==> src/rtl/reorder_buffer.sv <==
// Circular reorder buffer: in-order retirement of out-of-order completions,
// with CDB completion marking and branch-mispredict flush of younger entries.
module reorder_buffer #(
    parameter int ROB_WIDTH  = 4,
    parameter int AREG_WIDTH = 5,
    parameter int PREG_WIDTH = 7
) (
    input  logic                  clk,
    input  logic                  reset,
    input  logic                  dispatch_valid,
    input  logic [ROB_WIDTH-1:0]  dispatch_tag,
    input  logic                  dispatch_has_dest,
    input  logic [AREG_WIDTH-1:0] dispatch_areg,
    input  logic [PREG_WIDTH-1:0] dispatch_preg,
    input  logic [PREG_WIDTH-1:0] dispatch_old_preg,
    output logic                  rob_full,
    output logic                  rob_empty,
    output logic [ROB_WIDTH:0]    rob_count,
    input  logic                  cdb_valid,
    input  logic [ROB_WIDTH-1:0]  cdb_tag,
    input  logic                  branch_mispredict,
    input  logic [ROB_WIDTH-1:0]  recovery_tag,
    output logic                  commit_valid,
    output logic [ROB_WIDTH-1:0]  commit_tag,
    output logic                  commit_has_dest,
    output logic [AREG_WIDTH-1:0] commit_areg,
    output logic [PREG_WIDTH-1:0] commit_preg,
    output logic [PREG_WIDTH-1:0] commit_old_preg
);
    localparam int DEPTH = 1 << ROB_WIDTH;
    localparam logic [ROB_WIDTH:0] FULL_CNT = (ROB_WIDTH+1)'(DEPTH);

    logic [ROB_WIDTH-1:0]  head;
    logic [ROB_WIDTH-1:0]  tail;
    logic [ROB_WIDTH-1:0]  rec_off;
    logic [ROB_WIDTH:0]    count;
    logic [ROB_WIDTH:0]    count_next;
    logic [DEPTH-1:0]      valid;
    logic [DEPTH-1:0]      done;
    logic [DEPTH-1:0]      has_dest;
    logic [DEPTH-1:0]      younger;
    logic [AREG_WIDTH-1:0] areg     [DEPTH];
    logic [PREG_WIDTH-1:0] preg     [DEPTH];
    logic [PREG_WIDTH-1:0] old_preg [DEPTH];
    logic                  dispatch_ok;
    logic                  flush_ok;

    assign tail        = head + count[ROB_WIDTH-1:0];
    assign rob_full    = (count == FULL_CNT);
    assign rob_empty   = (count == '0);
    assign rob_count   = count;
    assign dispatch_ok = dispatch_valid && !rob_full && !branch_mispredict;
    assign flush_ok    = branch_mispredict && valid[recovery_tag];
    assign rec_off     = recovery_tag - head;

    assign commit_valid    = valid[head] && done[head];
    assign commit_tag      = commit_valid ? head : '0;
    assign commit_has_dest = commit_valid && has_dest[head];
    assign commit_areg     = commit_valid ? areg[head] : '0;
    assign commit_preg     = commit_valid ? preg[head] : '0;
    assign commit_old_preg = commit_valid ? old_preg[head] : '0;

    // Age is the distance from head; anything further than the branch is younger.
    always_comb begin
        younger = '0;
        for (int i = 0; i < DEPTH; i++)
            younger[i] = (ROB_WIDTH'(i) - head) > rec_off;
    end

    always_comb begin
        if (flush_ok)
            count_next = (ROB_WIDTH+1)'(rec_off) + (ROB_WIDTH+1)'(1)
                       - (ROB_WIDTH+1)'(commit_valid);
        else
            count_next = count + (ROB_WIDTH+1)'(dispatch_ok)
                       - (ROB_WIDTH+1)'(commit_valid);
    end

    always_ff @(posedge clk) begin
        if (reset) begin
            head  <= '0;
            count <= '0;
            valid <= '0;
            done  <= '0;
        end else begin
            head  <= head + ROB_WIDTH'(commit_valid);
            count <= count_next;
            // Later assignments take priority: flush kills CDB, dispatch beats CDB.
            for (int i = 0; i < DEPTH; i++) begin
                if (cdb_valid && cdb_tag == ROB_WIDTH'(i) && valid[i])
                    done[i] <= 1'b1;
                if (commit_valid && head == ROB_WIDTH'(i)) begin
                    valid[i] <= 1'b0;
                    done[i]  <= 1'b0;
                end
                if (flush_ok && younger[i]) begin
                    valid[i] <= 1'b0;
                    done[i]  <= 1'b0;
                end
                if (dispatch_ok && dispatch_tag == ROB_WIDTH'(i)) begin
                    valid[i] <= 1'b1;
                    done[i]  <= 1'b0;
                end
            end
        end
    end

    always_ff @(posedge clk) begin
        if (dispatch_ok) begin
            has_dest[dispatch_tag] <= dispatch_has_dest;
            areg[dispatch_tag]     <= dispatch_areg;
            preg[dispatch_tag]     <= dispatch_preg;
            old_preg[dispatch_tag] <= dispatch_old_preg;
        end
    end

    a_dispatch_tag: assert property (@(posedge clk) disable iff (reset)
        dispatch_ok |-> dispatch_tag == tail);

endmodule

==> config.mk <==
export PLATFORM = sky130hd
export DESIGN_NAME = reorder_buffer
export DESIGN_NICKNAME = d
export VERILOG_FILES = /design/src/rtl/reorder_buffer.sv
export SDC_FILE = /design/constraint.sdc
export NUM_CORES = 1
export LEC_CHECK = 0
export ABC_AREA = 0
export CAP_MARGIN = 20
export CORE_AREA = 10 10 152 294
export DETAILED_ROUTE_END_ITERATION = 7
export DIE_AREA = 0 0 162 304
export PLACE_DENSITY = 0.62
export SLEW_MARGIN = 20
export SYNTH_ARGS = -nofsm -noshare
export SYNTH_HDL_FRONTEND = slang
export SYNTH_SLANG_ARGS = --single-unit
==> constraint.sdc <==
create_clock -name clk -period 4.4 [get_ports clk]
set_input_delay 0.66 -clock clk [delete_from_list [all_inputs] [get_ports clk]]
set_output_delay 0.66 -clock clk [all_outputs]
set_load 0.05 [all_outputs]
Word level (Yosys, flattened, before mapping)
Memories as Yosys holds them, arrays and structs flattened. A register that Yosys moved wholly into a read port is not among the register bits.
Cells that the tools add are included.
- bits in registers: 57
- bits in writable memories: 304
- input bits: 37
- output and inout port bits: 32
- word-level logic and storage cells: 319
- memories: 3
- memories (memory ; words ; width ; read ports ; clocked after Yosys merged registers in ; write ports ; RTL line ; text):
    old_preg ; 16 ; 7 ; 1 ; 1 ; 1 ; 44 ; logic [PREG_WIDTH-1:0] old_preg [DEPTH];
    preg ; 16 ; 7 ; 1 ; 1 ; 1 ; 43 ; logic [PREG_WIDTH-1:0] preg [DEPTH];
    areg ; 16 ; 5 ; 1 ; 1 ; 1 ; 42 ; logic [AREG_WIDTH-1:0] areg [DEPTH];
- add/subtract/negate cells: 22
- order comparisons: 20
- equality and inequality tests: 46
- muxes and demuxes: 69
- reduce and logical (&&, ||, !) cells: 124
- operators with widths (operator ; count):
    $eq A4 B4 Y1 const B ; 24
    $logic_and A1 B1 Y1 ; 86
    $gt A4 B4 Y1 ; 16
    $reduce_or A4 Y1 ; 16
    $mux W1 ; 55
    $eq A4 B3 Y1 const B ; 12
    $reduce_bool A3 Y1 ; 16
    $sub A4 B4 Y4 const A ; 8
    $eq A4 B2 Y1 const B ; 6
    $bmux W1 S4 ; 4
    $bwmux W16 ; 1
    $mux W4 ; 4
    $sub A3 B4 Y4 const A ; 4
    $lt A4 B5 Y1 const B ; 3
    $mux W7 ; 2
    $eq A4 B1 Y1 const B ; 3
    $logic_not A4 Y1 ; 3
    $mux W5 ; 2
    $sub A5 B1 Y5 ; 2
    $sub A1 B4 Y4 const A ; 2
    $sub A2 B4 Y4 const A ; 2
    $add A4 B1 Y5 const B ; 1
    $add A5 B1 Y5 ; 1
    $eq A5 B5 Y1 const B ; 1
    6 further kinds ; 7

Depth between registers and ports, before layout
Gate-level depths: netlist of the first run.
- depth in word-level cells: 7
- mapped depth: 19
- mapped depth without buffers: 16

Least setup slack after synthesis of the first run
No wires, ideal clock.
- kind: register to register
- start: reg count[4] (netlist: rob_count[4])
- end: reg count[2] (netlist: rob_count[2])
- arrival: 4.061 ns
- data required time: 4.335 ns
- slack: 0.274 ns
- stages on the path, launching flop included: 12
- buffers on the path: 0
- path through: dfxtp_1 > nor4bb_1 > nor2_1 > inv_1 > ha_1 > inv_1 > ha_1 > inv_1 > fa_1 > xor2_1 > mux2_2 > nor2_1
- cells in the longest elaborated chain, start to end: 7
- ends and longest elaborated chain (element ; RTL line ; text):
    from (decl) ; 36 ; logic [ROB_WIDTH:0] count;
    from (signal assigned) ; 87 ; count <= count_next;
    $eq A5 B5 Y1 ; 49 ; assign rob_full = (count == FULL_CNT);
    named net rob_full ; 16 ; output logic rob_full,
    $logic_not A1 Y1 ; 52 ; assign dispatch_ok = dispatch_valid && !rob_full && !branch_mispredict;
    $logic_and A1 B1 Y1 (2 in a row) ; 52 ;
    $add A5 B1 Y5 ; 75 ; count_next = count + (ROB_WIDTH+1)'(dispatch_ok)
    $sub A5 B1 Y5 ; 76 ; - (ROB_WIDTH+1)'(commit_valid);
    $mux W5 ; 71 ; if (flush_ok)
The timed path passes the listed nets, and every way through them passes these cells.
A chain may end at the register's enable or synchronous reset.

Worst setup path in the final report of the first run
- start: reg head[2]
- end: out commit_areg[4]
- cells in the longest elaborated chain, start to end: 4
- elaborated cells between the ends (all ways): 6
- classes of those cells: 5 x mux; 1 x reduce/logical
- ends and longest elaborated chain (element ; RTL line ; text):
    from (decl) ; 33 ; logic [ROB_WIDTH-1:0] head;
    from (signal assigned) ; 86 ; head <= head + ROB_WIDTH'(commit_valid);
    $bmux W1 S4 ; 56 ; assign commit_valid = valid[head] && done[head];
    $mux W1 (implied by the code) ; 56 ;
    $logic_and A1 B1 Y1 * ; 56 ;
    $mux W5 * ; 59 ; assign commit_areg = commit_valid ? areg[head] : '0;
    to (decl) ; 26 ; output logic [AREG_WIDTH-1:0] commit_areg,
Mark *: on every way between the ends. The rest lies on a longest branch, timed or not. The select of a mux whose other input is x is not followed.

==> metrics, run 1 <==
status finished clean; die height 304 um; Place WS 0.434 ns; post-CTS sizing 0; Worst-path clk slew 0.07 ns; DR DRC count 0; area leader, netlist edfxtp_1; worst flop-to-flop path startpoint head[2]; Final Util 0.454; synthesized flop and latch total 361; CTS tree done; dominant synthesized flop cell edfxtp_1; post-synth net total 999; critical-path cell list buf_12 -> buf_4 -> mux4_2 -> mux4_2 -> nor2b_1 -> buf_4; CP max stage delay 0.56 ns; crit path time final 3.94 ns; register area share after synthesis 0.661; Unique masters post-synth 64; Max-Cap Viols 0; area share of the largest cell type after synthesis 0.609; port bufs 68; DRT Wirelength 39500 um; Initial Util 0.394; total grt overflow 0; Crit path buffers/inverters 3; layout cell share with drive strength beyond 1 0.225; highest clock rate 254 MHz; dominant cells by area after synthesis edfxtp_1, mux4_2, dfxtp_1; leading post-synthesis cells by instance count edfxtp_1, mux4_2, nor2_1; DR iter-0 viols 696; final worst-path cycle share 0.895; TritonRoute pass-1 iters 5; clk buf depth 3; hold path start valid[3]; Slew @ Worst Pin 0.889 ns; H-tree depth 1; DP Area 17300 sq um; worst clock skew 0.0118 ns; pin count of the biggest net entering global routing 82; core area 40100 sq um; EDFF count, synth 320; max_slew headroom 0.406; GRT Overall Usage 0.161; CP Launch Type flip-flop; via/cell ratio 5.65; Pleak 5.81 nW; CTS Sinks 361; final net count 1091; I/O pins 69; Num CTS Buffers 29; Detailed Place HPWL 25100 um; slowest cell on the critical path buf_4; final instance area 18200 sq um; antenna viol nets, final 0; count leader, synth edfxtp_1; Final TNS setup 0 ns; pwr dens 428 nW/um^2; routability cong. 0.928; critical path's top delay family buffers and inverters; Hold Path Class flip-flop to flip-flop; RSZ-0062 raised after global routing no; mapped cell area 15800 sq um; Async SR Flop Fraction 0; cts hold-fix bufs 0; endpoints failing setup 0; Critical Path RT 3.74 ns; maximum net fanout on the critical path 51; Post-CTS Setup Bufs 0; Layout area overhead 15.5%; Die Wd 162 um; first-pass GRT wire length 59700 um; routed len/inst 25.3 um; Skew-Pair Late Insertion Delay 0.55 ns; initial antenna violation count 1; via total after detailed routing 8823; Fin. Hold Viols 0; post-synthesis cell count 916; syn_area_per_cell 17.2 sq um; row count 104; worst setup margin 0.462 ns; Worst Path Arrival 3.28 ns; critical path class flip-flop to output port; yosys warns 0; Worst VDD drop 266 uV; CP startpoint head[2]; clk root buf clkbuf_16; die area 49200 sq um; vias in the first global route 9375; max-slew violations 0; Crit. End Element output port
cell families after synthesis:
kind of cell | after synthesis | share of synthesized area
adders and majority gates | 56 | 0.0438
xor gates and xnor gates | 20 | 0.0120
and+or+nand+nor | 180 | 0.0604
DFF | 361 | 0.661
buffers and inverters | 79 | 0.0208
AOI/OAI and AO/OA | 109 | 0.0494
muxes | 111 | 0.152
layout make-up:
class	count	area, sq um
inverter	39	146
tap	530	663
multi-input combinational	476	5100
timing repair buffer	101	968
clock inverter	20	153
fill	3531	21900
antenna	1	2.50
sequential	361	10400
clock buffer	33	741
path summary, 6_finish.rpt:
kind | end | slack [ns] | cells after the start
min reg2reg | valid[3] | 0.49 | 2
max reg2reg | rob_count[4] | 0.85 | 17
max | commit_areg[4] | 0.46 | 6
min | valid[3] | 0.49 | 2
flip-flops by register name, summed over array words and instances (netlist names):
name	flops
old_preg	112
head	4
done	16
rob_count	5
areg	80
preg	112
has_dest	16
valid	16
where the power goes:
part           internal (W)  leakage (nW)  switching, W  total [W]
sequential          0.00378          3.22     0.0000483    0.00383
clock               0.00133         0.435       0.00117    0.00250
combinational      0.000632          2.16      0.000830    0.00146
total               0.00574          5.81       0.00205    0.00779
cell usage in the layout (no fill, tap or decap), types with 5 or more instances in the layout:
master / n
nor3_1: 11
dfxtp_1: 38
mux2i_1: 6
nor4_1: 5
o221a_1: 5
a211oi_1: 7
buf_12: 8
o21ai_0: 16
a21oi_1: 14
inv_1: 36
buf_4: 49
nand3_1: 10
o2bb2ai_1: 5
o21a_1: 15
nor2b_1: 29
ha_1: 44
or3_1: 10
nor2_4: 7
clkbuf_16: 29
a31oi_1: 15
clkinv_1: 9
nor2_1: 34
mux4_2: 103
clkdlybuf4s50_1: 44
nand2_1: 32
xor2_1: 6
xnor2_1: 13
clkinv_2: 6
edfxtp_1: 320
o22ai_1: 6
maj3_1: 10
routing by layer:
| metal | vias to the layer above | track usage | wire length [um] | share of wire |
|---|---|---|---|---|
| li1 | 3861 | - | - | - |
| met1 | 4573 | 0.179 | 14300 | 0.36 |
| met2 | 290 | 0.289 | 21200 | 0.54 |
| met3 | 99 | 0.0199 | 1880 | 0.048 |
| met4 | 0 | 0.0850 | 2100 | 0.053 |
| met5 | - | 0 | 0 | 0 |
stage by stage:
stage	hold slack, ns	std cells	total power, W
final	0.488	1561	0.00779
after global routing	0.512	1561	0.00809
after CTS	0.493	1560	0.00787
after detailed placement	0.483	1507	0.00538
after global placement	0.470	1507	0.00537
after floorplan	0.452	916	0.00492
worst register-to-register path, cell delays in order, from the launching register on:
cell and delay [ns]:
dfxtp_4 0.51, buf_12 0.32, nand3_1 0.19, o211ai_1 0.11, o21ai_0 0.23, a311o_2 0.53
inv_1 0.15, ha_1 0.25, inv_1 0.06, ha_1 0.15, inv_1 0.05, fa_1 0.40
inv_1 0.07, a21oi_1 0.05, nor2_1 0.11, or3_1 0.12, nand3_1 0.07, a21oi_1 0.13
No activity file was read; power rests on OpenSTA's default activity.
==> inputs of run 2 (changes only) <==
SLEW_MARGIN = 30   (was 20)
==> results of run 2 <==
No change in the layout: final DEF, timing and power equal those of run 1.
==> inputs of run 3 (changes only) <==
CORE_AREA = 10 10 138 267   (was 10 10 152 294)
DIE_AREA = 0 0 148 277   (was 0 0 162 304)
HOLD_SLACK_MARGIN = 0.02   (was default)
PLACE_DENSITY = 0.72   (was 0.62)
==> run 3 against run 2 <==
Global-route usage up 2.4 points. Final area up 0.32%. Sequential cell count unchanged. Register-to-register slack worse by 0.09 ns. Clock-buffer cell count up 1. Via count up 1.9%. Highest routed layer is now met5. Total power down 0.37%. Utilization up 10 points.
==> metrics, run 3 (synthesis results as in run 1) <==
status finished clean (unchanged); PnR Total Power 0.00776 W (was 0.00779 W); Crit. End Element output port (unchanged); DR iter-0 viols 755 (was 696); clk buf depth 3 (unchanged); Max-Cap Viols 0 (unchanged); Final Util 0.559 (was 0.454); Skew-Pair Late Insertion Delay 0.56 ns (was 0.55 ns); Initial Util 0.482 (was 0.394); H-tree depth 1 (unchanged); pwr dens 425 nW/um^2 (was 428 nW/um^2); row count 94 (was 104); core area 32700 sq um (was 40100 sq um); Hold Path Class flip-flop to flip-flop (unchanged); final net count 1090 (was 1091); Worst VDD drop 249 uV (was 266 uV); Critical Path RT 3.74 ns (about the same); Layout area overhead 15.8% (was 15.5%); vias in the first global route 9470 (was 9375); DR DRC count 0 (unchanged); Clk pwr share 0.313 (was 0.321); endpoints failing setup 0 (unchanged); most frequent cells in the layout edfxtp_1, mux4_2, ha_1, clkdlybuf4s50_1, dfxtp_1 (was edfxtp_1, mux4_2, buf_4); final worst-path cycle share 0.894 (was 0.895); CP Launch Type flip-flop (unchanged); internal power 0.00573 W (was 0.00574 W); via/cell ratio 6.16 (was 5.65); reg2reg setup slack 0.76 ns (was 0.85 ns); cts hold-fix bufs 0 (unchanged); Pleak 5.84 nW (was 5.81 nW); Final TNS setup 0 ns (unchanged); dpl cells 1407 (was 1507); Fin. Hold Viols 0 (unchanged); critical path class flip-flop to output port (unchanged); Slew @ Worst Pin 0.927 ns (was 0.889 ns); max-slew violations 0 (unchanged); Post-CTS Setup Bufs 0 (unchanged); worst clock skew 0.00915 ns (was 0.0118 ns); Comb pwr share 0.195 (was 0.188); post-CTS sizing 0 (unchanged); Finished Layout Cells 1460 (was 1561); Num CTS Buffers 29 (unchanged); Worst Path Arrival 3.27 ns (was 3.28 ns); Detailed Place HPWL 23900 um (was 25100 um); routed len/inst 26.0 um (was 25.3 um); first-pass GRT wire length 57900 um (was 59700 um); switching share of power 0.261 (was 0.263); maximum net fanout on the critical path 36 (was 51); net switching power 0.00203 W (was 0.00205 W); commonest non-fill, non-tap cell in the layout edfxtp_1 (unchanged); layout cell share with drive strength beyond 1 0.225 (about the same); TritonRoute pass-1 iters 6 (was 5); I/O pins 69 (unchanged); Die Wd 148 um (was 162 um); initial antenna violation count 3 (was 1); port bufs 68 (unchanged); Worst-path clk slew 0.07 ns (about the same); total grt overflow 0 (unchanged); CTS tree done (unchanged); via total after detailed routing 8995 (was 8823); clk root buf clkbuf_16 (unchanged); Largest regs old_preg: 112 flops, preg: 112 flops, areg: 80 flops (unchanged); die height 277 um (was 304 um); CTS Sinks 361 (unchanged); routability cong. 0.951 (was 0.928); Reg power frac 0.493 (was 0.492); max_slew headroom 0.381 (was 0.406); crit path time final 3.93 ns (was 3.94 ns); DRT Wirelength 37900 um (was 39500 um); GRT Overall Usage 0.185 (was 0.161); RSZ-0062 raised after global routing no (unchanged); antenna viol nets, final 0 (unchanged); highest clock rate 254 MHz (about the same); die area 41000 sq um (was 49200 sq um); pin count of the biggest net entering global routing 84 (was 82)
[run 3: final timing paths]
path / from / depth (start not counted) / endpoint
max: head[2] / 8 / commit_preg[0]
max reg2reg: head[1] / 17 / rob_count[4]
min: valid[3] / 2 / valid[3]
min reg2reg: valid[3] / 2 / valid[3]
[run 3: cell type report]
cell class / instances / area, sq um
fill: 2545 / 14400
inverter: 39 / 146
multi-input combinational: 476 / 5060
tap: 432 / 541
antenna: 1 / 2.50
timing repair buffer: 100 / 1210
sequential: 361 / 10400
clock buffer: 34 / 744
clock inverter: 17 / 123
[run 3: power by group through the flow]
stage	combinational, W	clock [W]	sequential [W]
after CTS	0.00153	0.00247	0.00383
after global placement	0.00151	0	0.00390
after floorplan	0.000977	0	0.00394
after global routing	0.00163	0.00259	0.00383
final	0.00151	0.00242	0.00382
after detailed placement	0.00152	0	0.00390
[run 3: stage by stage]
step           setup WS (ns)  hold slack (ns)  instance area, sq um
3_3_place_gp           0.482            0.471                 17400
5_1_grt                0.335            0.548                 18300
6_report               0.468            0.511                 18300
2_1_floorplan          0.274            0.452                 15800
3_5_place_dp           0.433            0.498                 17400
4_1_cts                0.492            0.509                 18200
[run 3: critical path, cell delays in order (launching register included)]
cell,delay [ns]
dfxtp_4,0.36
buf_4,0.41
nand4b_1,0.22
nand4_1,0.35
o22ai_1,0.13
a311o_2,0.40
buf_4,0.27
nor2b_1,0.36
buf_12,0.19
[run 3: per-layer routing]
metal / vias up / track usage / routed length, um
met5: - / 0 / 17
li1: 3850 / - / -
met1: 4667 / 0.209 / 13400
met3: 105 / 0.0250 / 2110
met4: 2 / 0.0978 / 1860
met2: 371 / 0.328 / 20500
